**config.mk**
```make
export PLATFORM = sky130hd
export DESIGN_NAME = alu_seq_logical
export DESIGN_NICKNAME = d
export VERILOG_FILES = /design/src/rtl/alu_seq_pkg.sv /design/src/rtl/alu_logic_unit.sv /design/src/rtl/alu_seq_logical.sv
export SDC_FILE = /design/constraint.sdc
export NUM_CORES = 1
export LEC_CHECK = 0
export ABC_AREA = 1
export BUFFER_PORTS_ARGS = -buffer_cell sky130_fd_sc_hd__buf_2
export CAP_MARGIN = 20
export CORE_UTILIZATION = 55
export CTS_BUF_LIST = sky130_fd_sc_hd__clkbuf_16
export DETAILED_ROUTE_END_ITERATION = 10
export PLACE_DENSITY = 0.74
export SETUP_SLACK_MARGIN = 0.2
export SLEW_MARGIN = 20
export SYNTH_ARGS = -nofsm -noshare
export SYNTH_HDL_FRONTEND = slang
export SYNTH_SLANG_ARGS = --single-unit
export TNS_END_PERCENT = 30
```
**constraint.sdc**
```tcl
create_clock -name clk -period 4.8 [get_ports clk]
set_clock_uncertainty 0.05 [all_clocks]
set_input_delay 0.48 -clock clk [delete_from_list [all_inputs] [get_ports clk]]
set_output_delay 0.48 -clock clk [all_outputs]
set_load 0.02 [all_outputs]
```
**src/rtl/alu_seq_pkg.sv**
```systemverilog
// rtl/alu_seq_pkg.sv - opcodes, FSM states and opcode helpers for alu_seq_logical (honours ALU_ROTATE_EN)
package alu_seq_pkg;

  localparam logic [2:0] OP_AND = 3'b000;
  localparam logic [2:0] OP_OR  = 3'b001;
  localparam logic [2:0] OP_XOR = 3'b010;
  localparam logic [2:0] OP_NOR = 3'b011;
  localparam logic [2:0] OP_SRA = 3'b100;
  localparam logic [2:0] OP_SRL = 3'b101;
  localparam logic [2:0] OP_SLL = 3'b110;
  localparam logic [2:0] OP_ROL = 3'b111;

  typedef enum logic [1:0] {
    ST_IDLE  = 2'd0,
    ST_SHIFT = 2'd1,
    ST_DONE  = 2'd2
  } state_t;

  // Ops that go through the iterative shifter; ROL only exists when rotate is built in.
  function automatic logic is_shift_op(input logic [2:0] op);
`ifdef ALU_ROTATE_EN
    return op[2];
`else
    return op[2] && (op != OP_ROL);
`endif
  endfunction

  // The only undecodable opcode is the upper-half one that is not a shift.
  function automatic logic is_illegal_op(input logic [2:0] op);
    return op[2] && !is_shift_op(op);
  endfunction

endpackage

```
**src/rtl/alu_logic_unit.sv**
```systemverilog
// rtl/alu_logic_unit.sv - combinational AND/OR/XOR/NOR on latched operands
module alu_logic_unit #(
  parameter int WIDTH = 32
) (
  input  logic [1:0]       sel,
  input  logic [WIDTH-1:0] a,
  input  logic [WIDTH-1:0] b,
  output logic [WIDTH-1:0] y
);

  // Select among the four bitwise functions by the low opcode bits.
  always_comb begin
    y = '0;
    case (sel)
      2'b00:   y = a & b;
      2'b01:   y = a | b;
      2'b10:   y = a ^ b;
      default: y = ~(a | b);
    endcase
  end

endmodule

```
**src/rtl/alu_seq_logical.sv**
```systemverilog
// rtl/alu_seq_logical.sv - handshaked logical/iterative-shift unit; ALU_ROTATE_EN adds ROL on opcode 111
module alu_seq_logical
  import alu_seq_pkg::*;
#(
  parameter int WIDTH      = 32,
  parameter int SHIFT_STEP = 4
) (
  input  logic             clk,
  input  logic             rst_n,
  input  logic             in_valid,
  output logic             in_ready,
  input  logic [2:0]       in_op,
  input  logic [WIDTH-1:0] in1,
  input  logic [WIDTH-1:0] in2,
  output logic             out_valid,
  input  logic             out_ready,
  output logic [WIDTH-1:0] out_data,
  output logic             out_err
);

  localparam int SHAMT_W = $clog2(WIDTH);
  localparam logic [SHAMT_W:0] STEP = (SHAMT_W + 1)'(SHIFT_STEP);

  state_t             state;
  state_t             state_nxt;
  logic [2:0]         op_q;
  logic [WIDTH-1:0]   acc;
  logic [WIDTH-1:0]   b_q;
  logic [SHAMT_W-1:0] count;
  logic [SHAMT_W:0]   amt;
  logic [WIDTH-1:0]   shift_res;
  logic [WIDTH-1:0]   logic_res;
  logic               accept;
  logic [SHAMT_W-1:0] shamt_in;

  assign in_ready  = (state == ST_IDLE);
  assign out_valid = (state == ST_DONE);
  assign accept    = in_valid && in_ready;
  assign shamt_in  = in2[SHAMT_W-1:0];

  // acc still holds the latched in1 for logical ops, so it doubles as operand A.
  alu_logic_unit #(.WIDTH(WIDTH)) u_logic (
    .sel (op_q[1:0]),
    .a   (acc),
    .b   (b_q),
    .y   (logic_res)
  );

`ifdef ALU_ROTATE_EN
  logic [2*WIDTH-1:0] rol_dbl;
  assign rol_dbl = {acc, acc} << amt;
`endif

  // One shift step: move by min(SHIFT_STEP, remaining count).
  always_comb begin
    amt       = ({1'b0, count} >= STEP) ? STEP : {1'b0, count};
    shift_res = acc;
    case (op_q)
      OP_SRA:  shift_res = $signed(acc) >>> amt;
      OP_SRL:  shift_res = acc >> amt;
      OP_SLL:  shift_res = acc << amt;
`ifdef ALU_ROTATE_EN
      OP_ROL:  shift_res = rol_dbl[2*WIDTH-1:WIDTH];
`endif
      default: shift_res = acc;
    endcase
  end

  // Next-state: shifts with a non-zero amount iterate, everything else goes straight to DONE.
  always_comb begin
    state_nxt = state;
    case (state)
      ST_IDLE:  if (accept) state_nxt = (is_shift_op(in_op) && (shamt_in != '0)) ? ST_SHIFT : ST_DONE;
      ST_SHIFT: if ({1'b0, count} <= STEP) state_nxt = ST_DONE;
      ST_DONE:  if (out_ready) state_nxt = ST_IDLE;
      default:  state_nxt = ST_IDLE;
    endcase
  end

  // State register.
  always_ff @(posedge clk or negedge rst_n) begin
    if (!rst_n) state <= ST_IDLE;
    else        state <= state_nxt;
  end

  // Operand capture at accept, then accumulate shift steps.
  always_ff @(posedge clk or negedge rst_n) begin
    if (!rst_n) begin
      op_q  <= OP_AND;
      acc   <= '0;
      b_q   <= '0;
      count <= '0;
    end else if (accept) begin
      op_q  <= in_op;
      acc   <= in1;
      b_q   <= in2;
      count <= is_shift_op(in_op) ? shamt_in : '0;
    end else if (state == ST_SHIFT) begin
      acc   <= shift_res;
      count <= count - amt[SHAMT_W-1:0];
    end
  end

  // Result only presented in DONE so reset/idle show zero.
  always_comb begin
    out_err  = out_valid && is_illegal_op(op_q);
    out_data = '0;
    if (out_valid && !is_illegal_op(op_q))
      out_data = is_shift_op(op_q) ? acc : logic_res;
  end

endmodule

```
Word level (Yosys, flattened, before mapping)
Cells that the tools add are included.

storage, ports and cells
  bits in registers = 74
  input bits = 71
  output and inout bits = 35
  logic and storage cells = 58

cells by class
  reductions and logical operators = 16
  order comparisons = 2
  shift-type cells = 3
  multiplexer cells = 15
  add/sub/neg operators = 1
  equality and inequality tests = 12
  bitwise logic cells = 4

operators by type and width
  cell                                                                                 count
  32-bit case mux with 3 select lines                                                  2
  32-bit two-way mux                                                                   4
  32-bit bitwise AND                                                                   1
  32-bit inverter                                                                      1
  32-bit bitwise OR                                                                    1
  32-bit by 5-bit left shift with 32-bit output                                        1
  32-bit by 5-bit >> shifter with 32-bit output                                        1
  32-bit by 5-bit >>> shifter with 32-bit output                                       1
  32-bit XOR                                                                           1
  5-bit two-way mux                                                                    4
  3-bit == test, second input constant                                                 3
  2-bit two-way mux                                                                    4
  1-bit logical AND                                                                    7
  3-bit inequality test, second input constant                                         2
  2-bit case mux with 3 select lines                                                   1
  5-bit by 3-bit greater-or-equal comparator with 1-bit output, second input constant  1
  5-bit by 3-bit <= comparator with 1-bit output, second input constant                1
  5-bit nonzero test                                                                   1
  5-bit subtractor                                                                     1
  2-bit by 1-bit == test with 1-bit output, second input constant                      2
  2-bit == test, second input constant                                                 2
  2-bit logical NOT                                                                    2
  2-bit by 1-bit inequality test with 1-bit output, second input constant              2
  4-bit nonzero test                                                                   1
  5 further kinds                                                                      6

Depth between registers and ports, before layout
  depth in word-level cells = 7
  mapped depth = 12
  mapped depth without buffers = 11

Cells and area by module
From an unflattened synthesis, not the netlist that was laid out.

unflattened totals
  cell total of the unflattened synthesis = 1349
  area total of the unflattened synthesis = 8167.8 µm²

modules (own cells, without submodules)
  module           area an instance (µm²)  cells each  seq. area each (µm²)  instances
  alu_seq_logical  6040.8                  1006        1851.8                1
  alu_logic_unit   2127.0                  343         0.0                   1

Least setup slack after synthesis
No wires, ideal clock.

  path kind = register to output
  start point = register state[0]
  end point = output port out_data[18]
  required time = 4.270 ns
  slack = 2.592 ns
  buffers on the path = 1
  cell stages (with the launch flop) = 7
  arrival = 1.678 ns
  cells stage by stage = dfrtp_1 nor2_1 nand2_1 inv_1 buf_2 o221ai_1 a41oi_1

on the way
  longest elaborated chain between the ends = 3

ends and longest elaborated chain
  element                   RTL line                RTL
  start: declaration        alu_seq_logical.sv:24   state_t state;
  start signal: assignment  alu_seq_logical.sv:83   else state <= state_nxt;
  2-bit == test             alu_seq_logical.sv:37   assign out_valid = (state == ST_DONE);
  net out_valid             alu_seq_logical.sv:15   output logic out_valid,
  1-bit logical AND         alu_seq_logical.sv:108  if (out_valid && !is_illegal_op(op_q))
  32-bit two-way mux        alu_seq_logical.sv:108
  end: declaration          alu_seq_logical.sv:17   output logic [WIDTH-1:0] out_data,

The timed path passes the listed nets, and every way through them passes these cells.

Worst setup path after layout
  start point = register op_q[0]
  end point = output port out_data[20]

on the way
  longest elaborated chain between the ends = 7
  elaborated cells between the ends (all ways) = 12
  classes of those cells = eq/ne (3); mux (3); reduce/logical (6)

ends and longest elaborated chain
  element                   RTL line                RTL
  start: declaration        alu_seq_logical.sv:26   logic [2:0] op_q;
  start signal: assignment  alu_seq_logical.sv:94   op_q <= in_op;
  3-bit inequality test     alu_seq_pkg.sv:24       return op[2] && (op != OP_ROL);
  1-bit logical AND         alu_seq_pkg.sv:24
  1-bit logical NOT         alu_seq_pkg.sv:30       return op[2] && !is_shift_op(op);
  1-bit logical AND         alu_seq_pkg.sv:30
  1-bit logical NOT         alu_seq_logical.sv:108
  1-bit logical AND         alu_seq_logical.sv:108
  32-bit two-way mux *      alu_seq_logical.sv:108

Every way passes the cells marked *; elsewhere a longest branch is shown, timed or not.

==> flow_summary.yaml <==
worst_setup_path:
  crit_chain: "nand2_2 > inv_1 > nand2_1 > nand2_1 > inv_1 > o221ai_1 > a31oi_1 > buf_2"
  cp.buffers_inverters: 3
  cp.arrival_ns: 3.23
  cp.required_ns: 4.27
  timing.rr.end: "acc[28]"
  reg2reg_from: "state[0]"
  startpoint: "op_q[0]"
  crit_path_max_fanout: 30
  max_stage_delay_ns: 0.67
  criticalPathCategory: "reg -> out"
  worstSetupEndpoint: "out_data[20]"
  end_kind: "output pin"
  path_depth: 8
  regToRegSetupSlack_ns: 1.71
  cp_top_family: "buffers and inverters"
  critPathLaunchType: "flop"
  slowest_stage: "inv_1"
  r2r_cells: 8
floorplan:
  die_x_um: 120
  die_area_um2: 14300
  num_rows: 42
  core_um2: 13300
  dieHeight_um: 120
  ios: 106
  initial_core_util_pct: 57.0
yosys:
  synthArstFlopShare_pct: 100
  syn-cell-area_um2: 7610
  synth_edf_count: 0
  synth_seq_cells: 74
  synth_top_area_share_pct: 24.3
  synth_nets: 1344
  ys_warn_count: 0
  ys_types: 37
  synth_ff_type: "dfrtp_1"
  synth.most_common_cell: "nand2_1"
  synth_top_cells_by_count: "347 x nand2_1, 174 x nand3_1, 105 x inv_1"
  synthTopCellsByArea: "dfrtp_1 24%, nand2_1 17%, nand3_1 11%"
  ys_seq_area_share_pct: 24.3
  synth_largest_area_cell: "dfrtp_1"
  netlist_instances: 1208
  postSynthAreaPerCell_um2: 6.30
cts:
  clk_path_buf_depth: 2
  clk_root_buffer_cell: "clkbuf_16"
  postCtsSetupBuffers: 0
  path_clk_slew_ns: 0.06
  cts_tree: "built"
  insertion_delay_ns: 0.35
  cts-hold-fix-buffers: 0
  cts_buffers: 9
  htree_levels: 3
  cts_resized: 0
  cts_sinks: 74
timing:
  setup_slack_ns: 1.04
  drv_slew: 0
  setup_viol: 0
  rsz0062_at_grt: "no"
  fin_setup_tns_ns: 0
  hold_viol: 0
  clock.fmax_mhz: 266
  finalCritPeriodShare_pct: 78.3
  worst_pin_slew_ns: 1.02
  period_minus_slack_ns: 3.76
  max_slew_margin_pct: 32.1
placement:
  dp_hpwl_mm: 18.6
  place_ws_ns: 1.42
  place.gp.congestion: 1.01
  dpl-instance-area_um2: 8100
  io_buffer_count: 105
global_routing:
  grt_overflow: 0
  grt_pass1_wl_mm: 41.1
  antenna_found_initial: 1
  first_global_vias: 7811
  grtUsageTotal_pct: 37.0
  grt_max_degree: 75
cells_and_area:
  syn_to_final_growth_pct: 10.5
  fin_nets: 1393
  drive_above_1_share_pct: 12.1
  final_util_pct: 63.0
  postLayoutCellArea_um2: 8410
  fill_cells: 1344
route:
  viasPerCell: 6.10
  drt_pre_antenna_iters: 6
  drt-initial-drc-count: 1062
  vias: 8777
  routed_wl_mm: 26.3
  ant_nets: 0
  drc_errors: 0
  drt-wirelength-per-cell_um: 18.3
worst_hold_path:
  hold_path_class: "in -> async"
power_and_ir_drop:
  vdd_ir_drop_max_uv: 625
  leakage_nw: 4.39
  power_density_nw_per_um2: 817
flow_run:
  drv_cap: 0
status:
  outcome: "complete, no violations"
==> final cells by class <==
class	count	area [µm²]	share of cell area, %
Multi-Input combinational cell	942	4990	59.3
Sequential cell	74	1850	22.0
Timing Repair Buffer	116	611	7.26
Inverter	114	429	5.10
Clock buffer	9	225	2.68
Tap cell	176	220	2.62
Clock inverter	6	83.8	0.997
Antenna cell	1	2.50	0.0298
==> cells in the final DEF (no fill, tap or decap), types with 6 or more instances in the layout <==
| cell type | Yosys | final |
|---|---|---|
| nand2_1 | 347 | 347 |
| nand3_1 | 174 | 174 |
| inv_1 | 105 | 106 |
| buf_2 | 32 | 104 |
| o21ai_0 | 97 | 97 |
| nor2_1 | 85 | 85 |
| dfrtp_1 | 74 | 74 |
| ha_1 | 65 | 65 |
| nand4_1 | 36 | 36 |
| a21oi_1 | 29 | 28 |
| a31oi_1 | 22 | 22 |
| o221ai_1 | 16 | 16 |
| o21ai_1 | 14 | 14 |
| buf_4 | 8 | 12 |
| o22ai_1 | 10 | 10 |
| a221oi_1 | 9 | 9 |
| clkbuf_16 | 0 | 9 |
| inv_2 | 7 | 6 |
==> worst register-to-register path: cells and delay by family (launching register included) <==
family                 cells  cell delay, ns
buffers and inverters      2            0.97
DFF                        1            0.42
and+or+nand+nor            4            1.15
AOI/OAI and AO/OA          2            0.38
==> report_power, final <==
part	switching, mW	total, mW	internal [mW]
logic	3.32	4.79	1.48
clock network	0.293	0.743	0.450
registers	0.402	1.33	0.932
==> cell families (layout without fill, tap and decap cells) <==
group,Yosys count,count (layout),share of synthesized area (%)
buffers and inverters,192,245,10.4
DFF,74,74,24.3
and+or+nand+nor,654,654,37.0
adders and majority gates,65,65,10.7
AOI/OAI and AO/OA,222,222,17.6
other,1,2,0.0493
==> layer usage <==
layer	GRT usage [%]	vias up	wire (µm)
met5	0	-	0
met4	21.1	0	1400
met3	4.56	80	2010
met2	57.8	487	11800
met1	49.2	4024	11100
li1	-	4186	-
==> worst min-delay path by stage <==
stage / start / end / slack [ns] / cells past startpoint
after global placement: acc[12] / acc[12] / 0.50 / 2
after detailed placement: acc[8] / acc[8] / 0.50 / 2
after global routing: in2[7] / b_q[7] / 0.29 / 3
final: rst_n / b_q[24] / 0.21 / 1
after CTS: rst_n / b_q[24] / 0.28 / 1
after floorplan: rst_n / acc[0] / 0.13 / 0
==> sequential cells by signal, indices dropped and copies added, names as in the netlist <==
name   flops
b_q       32
op_q       3
acc       32
state      2
count      5
==> per-stage QoR <==
stage                     power [mW]  cells  hold WS [ns]
after global routing            7.43   1438         0.294
after global placement          5.94   1422         0.496
after CTS                       6.75   1437         0.278
final                           6.87   1438         0.208
after detailed placement        5.99   1422         0.499
after floorplan                 4.72   1208         0.134
No activity file was read; power rests on OpenSTA's default activity.
